**src/rtl/switch_debouncer_pkg.sv**
```systemverilog
// Shared types and constants for the switch debouncer.
// Board and simulation debounce lengths live here.
package switch_debouncer_pkg;

    typedef enum logic [1:0] {
        STABLE_LO,
        WAIT_HI,
        STABLE_HI,
        WAIT_LO
    } db_state_t;

    localparam int DEBOUNCE_CYCLES_BOARD = 1_000_000;
    localparam int DEBOUNCE_CYCLES_SIM   = 4;

endpackage

```
**src/rtl/debounce_channel.sv**
```systemverilog
// One switch channel: 2-flop synchroniser, stability counter and FSM.
// Clean level and strobes are all registered.
module debounce_channel
    import switch_debouncer_pkg::*;
#(
    parameter int DEBOUNCE_CYCLES = DEBOUNCE_CYCLES_BOARD,
    parameter int CNT_W           = $clog2(DEBOUNCE_CYCLES)
) (
    input  logic i_clk,
    input  logic i_rst_n,
    input  logic i_sw,
    output logic o_clean,
    output logic o_rise,
    output logic o_fall
);

    localparam logic [CNT_W-1:0] LAST = CNT_W'(DEBOUNCE_CYCLES - 1);
    localparam logic [CNT_W-1:0] ONE  = CNT_W'(1);

    logic             r_sync1;
    logic             r_sync2;
    db_state_t        r_state;
    logic [CNT_W-1:0] r_cnt;
    logic             r_clean;
    logic             r_rise;
    logic             r_fall;

    db_state_t        w_state_nxt;
    logic [CNT_W-1:0] w_cnt_nxt;
    logic             w_clean_nxt;
    logic             w_rise_nxt;
    logic             w_fall_nxt;
    logic             w_s;

    assign w_s = r_sync2;

    always_ff @(posedge i_clk) begin
        if (!i_rst_n) begin
            r_sync1 <= 1'b0;
            r_sync2 <= 1'b0;
        end else begin
            r_sync1 <= i_sw;
            r_sync2 <= r_sync1;
        end
    end

    always_ff @(posedge i_clk) begin
        if (!i_rst_n) begin
            r_state <= STABLE_LO;
            r_cnt   <= '0;
            r_clean <= 1'b0;
            r_rise  <= 1'b0;
            r_fall  <= 1'b0;
        end else begin
            r_state <= w_state_nxt;
            r_cnt   <= w_cnt_nxt;
            r_clean <= w_clean_nxt;
            r_rise  <= w_rise_nxt;
            r_fall  <= w_fall_nxt;
        end
    end

    // The terminal compare forces the exit, so the counter never wraps.
    always_comb begin
        w_state_nxt = r_state;
        w_cnt_nxt   = r_cnt;
        w_rise_nxt  = 1'b0;
        w_fall_nxt  = 1'b0;
        unique case (r_state)
            STABLE_LO: begin
                if (w_s) begin
                    w_state_nxt = WAIT_HI;
                    w_cnt_nxt   = ONE;
                end
            end
            WAIT_HI: begin
                if (!w_s) begin
                    w_state_nxt = STABLE_LO;
                    w_cnt_nxt   = '0;
                end else if (r_cnt == LAST) begin
                    w_state_nxt = STABLE_HI;
                    w_cnt_nxt   = '0;
                    w_rise_nxt  = 1'b1;
                end else begin
                    w_cnt_nxt = r_cnt + ONE;
                end
            end
            STABLE_HI: begin
                if (!w_s) begin
                    w_state_nxt = WAIT_LO;
                    w_cnt_nxt   = ONE;
                end
            end
            WAIT_LO: begin
                if (w_s) begin
                    w_state_nxt = STABLE_HI;
                    w_cnt_nxt   = '0;
                end else if (r_cnt == LAST) begin
                    w_state_nxt = STABLE_LO;
                    w_cnt_nxt   = '0;
                    w_fall_nxt  = 1'b1;
                end else begin
                    w_cnt_nxt = r_cnt + ONE;
                end
            end
            default: begin
                w_state_nxt = STABLE_LO;
                w_cnt_nxt   = '0;
            end
        endcase
        w_clean_nxt = (w_state_nxt == STABLE_HI) || (w_state_nxt == WAIT_LO);
    end

    assign o_clean = r_clean;
    assign o_rise  = r_rise;
    assign o_fall  = r_fall;

endmodule

```
**src/rtl/switch_debouncer.sv**
```systemverilog
// N-channel slide-switch debouncer with clean levels and edge strobes.
// Channels are independent copies of debounce_channel.
module switch_debouncer
    import switch_debouncer_pkg::*;
#(
    parameter int N_CH            = 2,
    parameter int DEBOUNCE_CYCLES = DEBOUNCE_CYCLES_BOARD,
    parameter int CNT_W           = $clog2(DEBOUNCE_CYCLES)
) (
    input  logic            I_P_CLK,
    input  logic            I_P_RST_N,
    input  logic [N_CH-1:0] I_P_SW,
    output logic [N_CH-1:0] O_P_SW_CLEAN,
    output logic [N_CH-1:0] O_P_RISE,
    output logic [N_CH-1:0] O_P_FALL
);

    for (genvar g = 0; g < N_CH; g++) begin : g_ch
        debounce_channel #(
            .DEBOUNCE_CYCLES(DEBOUNCE_CYCLES),
            .CNT_W          (CNT_W)
        ) u_ch (
            .i_clk  (I_P_CLK),
            .i_rst_n(I_P_RST_N),
            .i_sw   (I_P_SW[g]),
            .o_clean(O_P_SW_CLEAN[g]),
            .o_rise (O_P_RISE[g]),
            .o_fall (O_P_FALL[g])
        );
    end

endmodule

```
**config.mk**
```make
export PLATFORM = sky130hd
export DESIGN_NAME = switch_debouncer
export DESIGN_NICKNAME = d
export VERILOG_FILES = /design/src/rtl/switch_debouncer_pkg.sv /design/src/rtl/debounce_channel.sv /design/src/rtl/switch_debouncer.sv
export SDC_FILE = /design/constraint.sdc
export NUM_CORES = 1
export LEC_CHECK = 0
export ABC_AREA = 0
export CORE_UTILIZATION = 45
export CTS_CLUSTER_SIZE = 20
export DETAILED_ROUTE_END_ITERATION = 7
export PLACE_DENSITY_LB_ADDON = 0.12
export SYNTH_ARGS = -nofsm -noshare
export SYNTH_HDL_FRONTEND = slang
export SYNTH_SLANG_ARGS = --single-unit
```
**constraint.sdc**
```tcl
create_clock -name I_P_CLK -period 1.75 [get_ports I_P_CLK]
set_input_delay 0.35 -clock I_P_CLK [delete_from_list [all_inputs] [get_ports I_P_CLK]]
set_output_delay 0.35 -clock I_P_CLK [all_outputs]
set_load 0.1 [all_outputs]
```
## Yosys cells after proc, flatten, opt, wreduce, memory -nomap -nowiden

Index checks and enable logic that the tools add are counted.

- Divide/modulo/power cells: 0
- Equal/unequal tests: 16
- Shift-type cells: 0
- Bitwise logic cells: 3
- Multiply operators: 0
- Reduce and logical (&&, ||, !) cells: 10
- Add/subtract/negate cells: 2
- Magnitude comparators: 0
- Mux-type cells: 28

Operators with widths:

| kind | count |
|---|---|
| 2-to-1 mux 20 bit | 10 |
| one-hot mux 20 bit (4 select lines) | 2 |
| adder 20 x 1 -> 20 bit (second input constant) | 2 |
| equality test 20 bit (second input constant) | 2 |
| 2-to-1 mux 2 bit | 12 |
| equality test 2 bit (second input constant) | 8 |
| one-hot mux 2 bit (4 select lines) | 2 |
| AND reduction 3 bit | 2 |
| OR reduction 3 bit | 2 |
| equality test 2 x 1 -> 1 bit (second input constant) | 2 |
| logical NOT 2 bit | 2 |
| inequality test 2 x 1 -> 1 bit (second input constant) | 2 |
| inequality test 2 bit (second input constant) | 2 |
| AND reduction 2 bit | 2 |
| NOT 1 bit | 3 |
| logical OR 1 bit | 2 |
| 2-to-1 mux 1 bit | 2 |

- Latch bits: 0
- Logic and storage cells: 73
- Input bits: 4
- Memory bits (read-only): 0
- Register bits: 54
- Output and inout port bits: 6
- Bits in writable memories: 0
- Memories kept: 0

## Longest topological paths before layout

Gate-level depths: netlist of the first run.

- Word-level depth: 6
- Depth in mapped cells: 7
- Depth with buffers taken out: 6

## Cells and area by module

A second synthesis of the first run with hierarchy kept.

- Cell total of the unflattened synthesis: 280
- Area total of the unflattened synthesis: 2,492.4 µm²

By module, submodules not included:

| module | area each (µm²) | times used | cells an instance | sequential area each (µm²) |
|---|---|---|---|---|
| debounce_channel | 1,246.2 | 2 | 140 | 540.5 |

## Worst setup path before layout of the first run

No wires, ideal clock.

- Path type: register -> register
- Start point: register g_ch[1].u_ch.r_cnt[12]
- End point: register g_ch[1].u_ch.r_cnt[7]
- Period minus slack after synthesis: 1.700 ns
- Slack: 0.050 ns
- Stages on the path, launching flop included: 7
- Path buffers: 1
- Data required time: 1.635 ns
- Setup time: 0.115 ns
- Data arrival time: 1.585 ns
- Cell sequence: dfxtp_1 -> or4b_4 -> nor4_4 -> a31o_4 -> o21bai_4 -> buf_12 -> nor2_2

- Longest elaborated chain between the ends: 4
- Elaborated cells between the ends (all ways): 5
- Those cells by class: 1 x eq/ne; 4 x mux

RTL lines:

| what | line | source |
|---|---|---|
| from (decl) | debounce_channel.sv:23 | `logic [CNT_W-1:0] r_cnt;` |
| from (signal assigned) | debounce_channel.sv:56 | `r_cnt <= w_cnt_nxt;` |
| equality test 20 bit * | debounce_channel.sv:80, debounce_channel.sv:98 |  |
| 2-to-1 mux 20 bit * | debounce_channel.sv:80, debounce_channel.sv:98 |  |
| 2-to-1 mux 20 bit, on equally long branches | debounce_channel.sv:95, debounce_channel.sv:77 |  |
| one-hot mux 20 bit (4 select lines) * | debounce_channel.sv:69 | `unique case (r_state)` |

Every way passes the cells marked *; elsewhere a longest branch is shown, timed or not.
A chain may end at the register's enable or synchronous reset.

## Final worst setup path of the first run

- Start point: register g_ch[1].u_ch.r_cnt[12]
- End point: register g_ch[1].u_ch.r_cnt[13]

- Longest elaborated chain between the ends: 4
- Elaborated cells between the ends (all ways): 6
- Those cells by class: 1 x add/sub; 1 x eq/ne; 4 x mux

RTL lines:

| what | line |
|---|---|
| adder 20 x 1 -> 20 bit / equality test 20 bit (equally long branches) | n/a |
| 2-to-1 mux 20 bit * | debounce_channel.sv:80, debounce_channel.sv:98 |
| 2-to-1 mux 20 bit, on equally long branches | debounce_channel.sv:95, debounce_channel.sv:77 |
| one-hot mux 20 bit (4 select lines) * | debounce_channel.sv:69 |

Marked as above.

==> impl_metrics.csv, run 1 <==
group,metric,value,unit
run_status,outcome,"complete, but fails checks",
run_status,failed_checks,"setup timing",
logic_synthesis,synth_area,2514,sq um
clock_tree,htree_levels,2,
clock_tree,cts.clk_slew.worst_paths,0.09,ns
clock_tree,insertion_delay,0.31,ns
logic_synthesis,syn-num-nets,277,
layout,finalNonFillerCells,380,
worst_setup_path,end_kind,"flop",
placed_design,place_inst,367,
clock_tree,clock_sinks,54,
logic_synthesis,yosys_register_bits,54,
timing,finalSetupViolCount,8,
route,ant_nets,0,
die,dieWidth,76.74,um
die,core.rowCount,26,
power_and_ir_drop,power_density,698.1,nW/um^2
global_routing,grt_max_degree,19,
power_and_ir_drop,p_leak,1.168,nW
timing,finalMaxSlewViolations,0,
layout,n_antenna_cell,0,
layout,seqCellArea,1085,sq um
worst_setup_path,worstPathArrival,2.01,ns
global_routing,antenna_found_initial,0,
route,dr.pass1.iters,4,
logic_synthesis,synthArstFlopShare,0,%
clock_tree,cts.path.max_buffers,2,
timing,finalCriticalPeriod,1.801,ns
die,io_pins,10,
logic_synthesis,avgSynthCellArea,9.276,sq um
worst_setup_path,path_cells,"or4b_4 -> nor4_4 -> a31o_4 -> o21bai_4 -> clkbuf_16 -> nor2_2",
timing,clock_skew,0.006311,ns
worst_setup_path,critPathKind,"reg -> reg",
logic_synthesis,yosysSeqAreaShare,43.01,%
global_routing,overflow,0,
power_and_ir_drop,power,2.185,mW
route,wl_per_cell,13.04,um
power_and_ir_drop,max-vdd-ir-drop,0.2919,mV
die,die_area,5889,sq um
clock_tree,cts_tree,"yes",
global_routing,grt_pass1_vias,1827,
layout,syn_to_final_growth,24.54,%
timing,fin_crit_sh,102.9,%
timing,setup_ws,-0.05109,ns
layout,drive_above_1_share,26.77,%
placed_design,numPortBuffers,9,
timing,hold_viol_final,0,
layout,fillers,448,
timing,hold_slack,0.4496,ns
clock_tree,cts-buffers-inserted,5,
placed_design,dpl_cell_area,2890,sq um
worst_hold_path,min_path_type,"reg -> reg",
die,initial_core_util,47.99,%
worst_setup_path,slowest_delay,0.54,ns
layout,fin_util,59.77,%
timing,fin_setup_tns,-0.2547,ns
logic_synthesis,synth_flop_cell,"dfxtp_1",
timing,worst_pin_slew,0.5288,ns
logic_synthesis,synth_warnings,0,
layout,nets,315,
timing,rsz0062_at_grt,"true",
route,wirelength,4956,um
logic_synthesis,synth.distinct_cells,49,
route,drt_iter0_drc,88,
clock_tree,cts-root-buf,"clkbuf_8",
worst_setup_path,startpoint_type,"flop",
worst_setup_path,worstPathRequired,1.96,ns
die,coreArea,5238,sq um
route,drc_errors,0,
placed_design,post-place-ws,-0.01439,ns
die,fp.dieH,76.74,um
timing,slew_headroom,64.62,%
job,max-cap-violations,0,
route,vias,1970,
worst_setup_path,crit_slowest_cell,"or4b_4",
placed_design,gp_congestion,0.7675,
global_routing,grt_pass1_wl,8211,um
logic_synthesis,syn_inst,271,
clock_tree,ctsHoldBuffers,0,
layout,stdcell_area,3131,sq um
timing,max_freq,555.2,MHz
worst_setup_path,path_max_fanout,5,
logic_synthesis,synth-edff-count,0,
global_routing,globalRouteTotalUtil,17.52,%
layout,multiInputGateArea,1374,sq um
placed_design,hpwl,3494,um
route,vias_per_cell,5.184,
[worst max-delay path: cells and delay by family, from the launching register on]
kind	cells	cell delay, ns
buf+inv	1	0.21
compound gates	2	0.37
simple gates	3	0.79
flops	1	0.32
[layout by cell type, fill, tap and decap left out, drive strengths merged]
cell type / Yosys / final
nor4b: 1 / 1
clkdlybuf4s50: 0 / 3
nor3: 7 / 7
xor2: 19 / 19
inv: 5 / 5
a41oi: 1 / 1
nand4b: 2 / 2
bufinv: 0 / 1
or3: 1 / 1
nor4: 6 / 6
clkbuf: 2 / 8
nand3: 14 / 14
a21oi: 5 / 5
or3b: 1 / 1
nor2: 51 / 51
o21a: 1 / 1
mux2i: 2 / 2
a31o: 1 / 1
o211ai: 3 / 3
a31oi: 2 / 2
nand2b: 1 / 1
nand3b: 1 / 1
o21bai: 1 / 1
o211a: 1 / 1
nand2: 17 / 17
o21ai: 3 / 3
dfxtp: 54 / 54
nand4: 12 / 12
and2: 5 / 5
a211oi: 2 / 2
or4b: 1 / 1
xnor2: 16 / 16
and4: 4 / 4
and4b: 4 / 4
buf: 11 / 40
ha: 2 / 2
a22oi: 1 / 1
and3: 10 / 10
o2111a: 1 / 1
[report_power, final]
group,internal (mW),switching [mW],leakage [nW]
Combinational,0.0573,0.0553,0.678
Sequential,1.24,0.0103,0.437
Clock,0.429,0.397,0.0524
[cell usage after synthesis (all sizes together), types with 3 or more instances]
| library cell | number | area share [%] |
|---|---|---|
| a21oi | 5 | 1.0 |
| and2 | 5 | 1.3 |
| and3 | 10 | 2.7 |
| and4 | 4 | 1.5 |
| and4b | 4 | 1.6 |
| buf | 11 | 3.6 |
| dfxtp | 54 | 43 |
| inv | 5 | 0.75 |
| nand2 | 17 | 2.5 |
| nand3 | 14 | 2.8 |
| nand4 | 12 | 3.0 |
| nor2 | 51 | 8.6 |
| nor3 | 7 | 1.4 |
| nor4 | 6 | 2.3 |
| o211ai | 3 | 1.1 |
| o21ai | 3 | 0.60 |
| xnor2 | 16 | 5.6 |
| xor2 | 19 | 7.2 |
[cell families (layout without fill, tap and decap cells)]
family | Yosys count | after routing | share of synthesized area (%)
buf+inv | 18 | 57 | 4.679
mux | 2 | 2 | 0.7964
fa+ha+maj | 2 | 2 | 0.9954
flops | 54 | 54 | 43.01
compound gates | 22 | 22 | 7.217
xor+xnor | 35 | 35 | 12.79
simple gates | 138 | 138 | 30.51
[flip-flops by register name (all words and copies together), names as in the netlist]
name	cells
g_ch.u_ch.o_rise	2
g_ch.u_ch.r_sync2	2
g_ch.u_ch.o_clean	2
g_ch.u_ch.o_fall	2
g_ch.u_ch.r_cnt	40
g_ch.u_ch.r_sync1	2
g_ch.u_ch.r_state	4
[worst paths after layout]
kind / startpoint / end / slack [ns] / cells past startpoint
worst min register to register: g_ch[0].u_ch.r_sync1 / g_ch[0].u_ch.r_sync2 / 0.45 / 1
worst min-delay path: g_ch[0].u_ch.r_sync1 / g_ch[0].u_ch.r_sync2 / 0.45 / 1
worst max-delay path: g_ch[1].u_ch.r_cnt[12] / g_ch[1].u_ch.r_cnt[13] / -0.05 / 6
worst max register to register: g_ch[1].u_ch.r_cnt[12] / g_ch[1].u_ch.r_cnt[13] / -0.05 / 6
[final cells by class]
| type | count | area share (%) |
|---|---|---|
| clock buffers | 7 | 2.438 |
| inverters | 5 | 0.5995 |
| multi-input cells | 199 | 43.89 |
| repair buffers | 44 | 14.67 |
| well taps | 70 | 2.798 |
| flip-flops and latches | 54 | 34.65 |
| clock inverters | 1 | 0.9592 |
[layer usage]
layer | wire, um | vias to the layer above | track usage (%)
met4 | 48 | 0 | 5.769
met1 | 2622 | 924 | 24.87
li1 | - | 1009 | -
met5 | 0 | - | 0
met2 | 2122 | 32 | 25.62
met3 | 163 | 5 | 4.405
[repair_timing]
action                     CTS  global route
gates resized for setup      2            11
setup buffers                0             4
gates cloned                 0             1
setup endpoints to repair   10            41
pin swaps                    3             5
Power figures use the tool's default switching activity.
==> run 2, diff against run 1 <==
==> constraint.sdc (replaced) <==
create_clock -name I_P_CLK -period 2.05 [get_ports I_P_CLK]
set_input_delay 0.41 -clock I_P_CLK [delete_from_list [all_inputs] [get_ports I_P_CLK]]
set_output_delay 0.41 -clock I_P_CLK [all_outputs]
set_load 0.1 [all_outputs]
==> run 2 against run 1 <==
Effect of this change:
- the flow now finishes without violations
- via count is 8.3% lower
- worst hold slack better by 0.0014 ns
- count of clock-buffer cells in the layout is 2 lower
- combinational power is 41% lower
- register-to-register slack better by 0.27 ns
- setup slack better by 0.27 ns
- clock skew is 0.0030 ns higher
- total power is 20% lower
- highest routed layer unchanged
==> impl_metrics.csv, run 2 (synthesized netlist as in run 1, its figures left out) <==
group,metric,value,unit
worst_setup_path,worstPathRequired,2.30,ns
clock_tree,cts.path.max_buffers,2,
route,drt_iter0_drc,60,
placed_design,gp_congestion,0.7759,
timing,finalMaxSlewViolations,0,
power_and_ir_drop,intPower,1.331,mW
layout,n_antenna_cell,0,
worst_hold_path,hold-path-cell-count,1,
route,vias_per_cell,5.119,
placed_design,hpwl,3166,um
worst_setup_path,worstPathArrival,2.08,ns
worst_setup_path,startpoint_type,"flop",
timing,clock_skew,0.009307,ns
timing,finalSetupViolCount,0,
die,initial_core_util,47.99,%
global_routing,antenna_found_initial,0,
global_routing,busiest_layer,"met1",
power_and_ir_drop,netSwitchingFraction,23.65,%
global_routing,grt_max_degree,19,
die,dieWidth,76.74,um
worst_setup_path,end_kind,"flop",
worst_setup_path,critPathKind,"reg -> reg",
route,ant_nets,0,
clock_tree,clock_sinks,54,
global_routing,met2_usage,23.93,%
clock_tree,cts_resized,0,
die,io_pins,10,
global_routing,overflow,0,
worst_setup_path,reg2reg_slack,0.21,ns
job,max-cap-violations,0,
route,drc_errors,0,
worst_setup_path,worstReg2RegEnd,"g_ch[1].u_ch.r_cnt[15]",
clock_tree,cts_tree,"yes",
clock_tree,postCtsSetupBuffers,0,
power_and_ir_drop,p_leak,0.9672,nW
clock_tree,ctsHoldBuffers,0,
die,fp.dieH,76.74,um
timing,hold_slack,0.4510,ns
layout,mostFrequentLayoutCells,"54 x dfxtp_1, 41 x nor2_1, 17 x nand2_1, 17 x xor2_1, 16 x xnor2_1",
die,die_area,5889,sq um
worst_setup_path,reg2reg_depth,6,
worst_hold_path,hold_end,"g_ch[0].u_ch.r_sync2",
timing,rsz0062_at_grt,"false",
timing,fin_setup_tns,0,ns
worst_setup_path,path_max_fanout,5,
timing,worst_pin_slew,0.5271,ns
clock_tree,htree_levels,2,
layout,registers.top_by_ff_count,"g_ch.u_ch.r_cnt",
die,coreArea,5238,sq um
route,wirelength,4416,um
global_routing,grt_pass1_wl,7983,um
clock_tree,insertion_delay,0.31,ns
timing,slew_headroom,64.73,%
power_and_ir_drop,p_clk_share,35.1,%
layout,syn_to_final_growth,9.159,%
placed_design,post-place-ws,0.1942,ns
power_and_ir_drop,max-vdd-ir-drop,0.3200,mV
worst_hold_path,min_path_type,"reg -> reg",
timing,fin_crit_sh,89.56,%
route,dr.pass1.iters,4,
power_and_ir_drop,p_seq_share,61.0,%
die,core.rowCount,26,
global_routing,use_met3,3.929,%
layout,fin_util,52.39,%
clock_tree,cts-root-buf,"clkbuf_8",
global_routing,grt_pass1_vias,1717,
clock_tree,cts-buffers-inserted,5,
layout,top_regs,"g_ch.u_ch.r_cnt x40, g_ch.u_ch.r_state x4",
worst_hold_path,worstHoldStart,"g_ch[0].u_ch.r_sync1",
timing,hold_viol_final,0,
layout,final_common_cell,"dfxtp_1",
layout,fillers,493,
timing,finalCriticalPeriod,1.836,ns
route,wl_per_cell,12.51,um
power_and_ir_drop,combPwrFrac,3.9,%
placed_design,numPortBuffers,9,
power_and_ir_drop,p_sw,412.3,uW
run_status,outcome,"completed",
layout,drive_above_1_share,17.31,%
timing,setup_ws,0.2139,ns
layout,largest_reg_flops,40,
timing,max_freq,544.6,MHz
clock_tree,cts.clk_slew.worst_paths,0.10,ns
worst_setup_path,worstReg2RegStart,"g_ch[1].u_ch.r_cnt[0]",
route,vias,1807,
power_and_ir_drop,power_density,635.2,nW/um^2
global_routing,globalRouteTotalUtil,16.91,%
global_routing,met1_usage,24.58,%
layout,nets,288,
==> run 2: changes by cell type in the layout (fill, tap and decap cells not counted), sizes merged <==
cell / previous run / this run
buf: 40 / 14
bufinv: 1 / 0
clkbuf: 8 / 5
clkinv: 0 / 1
inv: 5 / 6
clkinvlp: 0 / 1
==> run 2: through the flow <==
stage | area, sq um | power (mW) | instances
2_1_floorplan | 2514 | 1.136 | 271
3_3_place_gp | 2650 | 1.157 | 345
3_5_place_dp | 2650 | 1.156 | 345
4_1_cts | 2744 | 1.779 | 353
5_1_grt | 2744 | 1.824 | 353
6_report | 2744 | 1.743 | 353
==> run 2: cell type report <==
type	count	area, sq um	share of cell area [%]
sequential	54	1081	39.40
clock buffer	5	68.82	2.508
clock inverter	3	25.02	0.9120
tap	70	87.58	3.192
timing repair buffer	17	147.6	5.381
multi-input combinational	199	1315	47.93
inverter	5	18.77	0.6840
==> run 2: per-layer routing <==
metal	vias up	wire length, um
met5	-	0
met4	0	64
met3	5	129
met2	18	1791
met1	821	2431
li1	963	-
==> run 2: worst max-delay path by stage <==
stage | from | endpoint | cells past startpoint | slack, ns
floorplan | g_ch[1].u_ch.r_cnt[12] | g_ch[1].u_ch.r_cnt[7] | 6 | 0.35
global placement | g_ch[1].u_ch.r_cnt[12] | g_ch[1].u_ch.r_cnt[17] | 5 | 0.22
detailed placement | g_ch[1].u_ch.r_cnt[12] | g_ch[1].u_ch.r_cnt[19] | 5 | 0.19
CTS | g_ch[1].u_ch.r_cnt[12] | g_ch[1].u_ch.r_cnt[19] | 5 | 0.19
global route | g_ch[1].u_ch.r_cnt[12] | g_ch[1].u_ch.r_cnt[3] | 5 | 0.07
finish | g_ch[1].u_ch.r_cnt[0] | g_ch[1].u_ch.r_cnt[15] | 6 | 0.21
==> run 2: worst max-delay path, stage by stage, from the launching register on <==
cell and delay (ns):
dfxtp_1 0.36, ha_1 0.23, and2_2 0.23, and4_2 0.24, a21oi_1 0.20, or3b_1 0.37
a31oi_1 0.15
==> run 2: power by group through the flow <==
stage	Combinational [mW]	Sequential, mW	Clock (mW)
floorplan	0.0513	1.09	0
global placement	0.0693	1.09	0
detailed placement	0.0685	1.09	0
CTS	0.0689	1.06	0.646
global route	0.0755	1.07	0.683
finish	0.0672	1.06	0.612
==> run 3, diff against run 2 <==
--- a/config.mk
+++ b/config.mk
@@ -6,7 +6,7 @@
 export NUM_CORES = 1
 export LEC_CHECK = 0
 export ABC_AREA = 0
-export CORE_UTILIZATION = 45
+export CORE_UTILIZATION = 60
 export CTS_CLUSTER_SIZE = 20
 export DETAILED_ROUTE_END_ITERATION = 7
 export PLACE_DENSITY_LB_ADDON = 0.12
==> run 3 against run 2 <==
Effect of this change:
- sequential share of layout area grew 0.16 points
- die area shrank 24%
- fmax down 4.3%
- combinational power shrank 3%
- non-clock buffer count is 1 higher
- largest cell class unchanged
==> impl_metrics.csv, run 3 (synthesized netlist as in run 1, its figures left out) <==
group,metric,value,unit
global_routing,grt_max_degree,16,
die,coreArea,4000,sq um
clock_tree,postCtsSetupBuffers,0,
placed_design,hpwl,3052,um
worst_hold_path,min_path_type,"reg -> reg",
timing,finalMaxSlewViolations,0,
route,drc_errors,0,
layout,n_antenna_cell,0,
die,core.rowCount,23,
die,die_area,4452,sq um
worst_setup_path,path_max_fanout,5,
die,initial_core_util,62.84,%
clock_tree,cts_resized,0,
global_routing,grt_pass1_vias,1640,
route,wirelength,4406,um
timing,hold_viol_final,0,
route,wl_met1,2326,um
worst_setup_path,startpoint,"g_ch[1].u_ch.r_cnt[0]",
clock_tree,cts.path.max_buffers,2,
worst_hold_path,worstHoldStart,"g_ch[0].u_ch.r_sync1",
route,drt_iter0_drc,127,
clock_tree,htree_levels,2,
timing,finalCriticalPeriod,1.918,ns
timing,clock_skew,0.007432,ns
route,vias_per_cell,5.619,
clock_tree,ctsHoldBuffers,0,
clock_tree,insertion_delay,0.30,ns
timing,hold_slack,0.4548,ns
worst_setup_path,startpoint_type,"flop",
layout,drive_above_1_share,17.31,%
route,top_layer_used,"met4",
die,dieWidth,66.73,um
worst_setup_path,worstReg2RegStart,"g_ch[1].u_ch.r_cnt[0]",
die,io_pins,10,
route,vias,1871,
timing,rsz0062_at_grt,"false",
route,wl_per_cell,13.23,um
route,ant_nets,0,
clock_tree,cts_tree,"yes",
power_and_ir_drop,max-vdd-ir-drop,0.4458,mV
global_routing,grt_pass1_wl,7431,um
route,dr.pass1.iters,4,
layout,mostFrequentLayoutCells,"54 x dfxtp_1, 41 x nor2_1, 17 x nand2_1, 17 x xor2_1, 16 x xnor2_1",
worst_setup_path,end_kind,"flop",
placed_design,gp_congestion,0.8117,
layout,fin_util,68.31,%
run_status,outcome,"completed",
layout,syn_to_final_growth,8.711,%
global_routing,antenna_found_initial,0,
clock_tree,cts-root-buf,"clkbuf_8",
clock_tree,cts-buffers-inserted,5,
worst_setup_path,worstPathArrival,2.15,ns
timing,fin_setup_tns,0,ns
timing,worst_pin_slew,0.5870,ns
worst_setup_path,critPathKind,"reg -> reg",
global_routing,globalRouteTotalUtil,21.99,%
global_routing,overflow,0,
timing,max_freq,521.3,MHz
route,wl_met3,149,um
layout,registers.top_by_ff_count,"g_ch.u_ch.r_cnt",
die,fp.dieH,66.73,um
placed_design,numPortBuffers,9,
timing,finalSetupViolCount,0,
layout,top_regs,"g_ch.u_ch.r_cnt x40, g_ch.u_ch.r_state x4",
timing,fin_crit_sh,93.58,%
job,max-cap-violations,0,
layout,nets,289,
power_and_ir_drop,power_density,674.3,nW/um^2
layout,largest_reg_flops,40,
clock_tree,clock_sinks,54,
route,wl_met2,1855,um
layout,fillers,314,
power_and_ir_drop,p_leak,0.9813,nW
layout,final_common_cell,"dfxtp_1",
worst_setup_path,worstPathRequired,2.28,ns
timing,slew_headroom,60.72,%
clock_tree,cts.clk_slew.worst_paths,0.09,ns
==> run 3: power by group <==
| part | internal, mW | switching (mW) |
|---|---|---|
| clock | 0.391 | 0.323 |
| combinational | 0.0257 | 0.0396 |
| sequential | 1.06 | 0.00800 |
==> run 3: cell type report <==
cell class / count / area (sq um) / share of cell area, %
multi-input cells: 199 / 1315 / 48.12
flip-flops and latches: 54 / 1081 / 39.56
repair buffers: 18 / 142.6 / 5.220
clock buffers: 6 / 82.58 / 3.022
well taps: 50 / 62.56 / 2.289
clock inverters: 1 / 30.03 / 1.099
inverters: 5 / 18.77 / 0.6868
==> run 3: through the flow <==
step / cells / power (mW) / worst slack, ns / area (sq um)
global placement: 326 / 1.152 / 0.1741 / 2620
finish: 333 / 1.843 / 0.1316 / 2733
global route: 333 / 1.907 / 0.02727 / 2733
floorplan: 271 / 1.136 / 0.3498 / 2514
CTS: 333 / 1.856 / 0.1371 / 2733
detailed placement: 326 / 1.153 / 0.1389 / 2620
==> run 3: metal layers <==
metal / up-vias / global-route usage, %
met5: - / 0
met4: 0 / 8.777
met3: 8 / 3.596
met2: 29 / 32.07
met1: 872 / 31.79
li1: 962 / -
==> run 3: path summary, 6_finish.rpt <==
check                                 to  slack [ns]  cells past startpoint
setup reg to reg  g_ch[1].u_ch.r_cnt[15]        0.13                      6
setup / recovery  g_ch[1].u_ch.r_cnt[15]        0.13                      6
hold reg to reg     g_ch[0].u_ch.r_sync2        0.45                      1
hold / removal      g_ch[0].u_ch.r_sync2        0.45                      1
==> run 3: critical path, stage by stage (launching register included) <==
cell	delay (ns)
dfxtp_1	0.35
ha_1	0.23
and2_2	0.23
and4_2	0.25
a21oi_1	0.25
or3b_1	0.37
a31oi_1	0.17
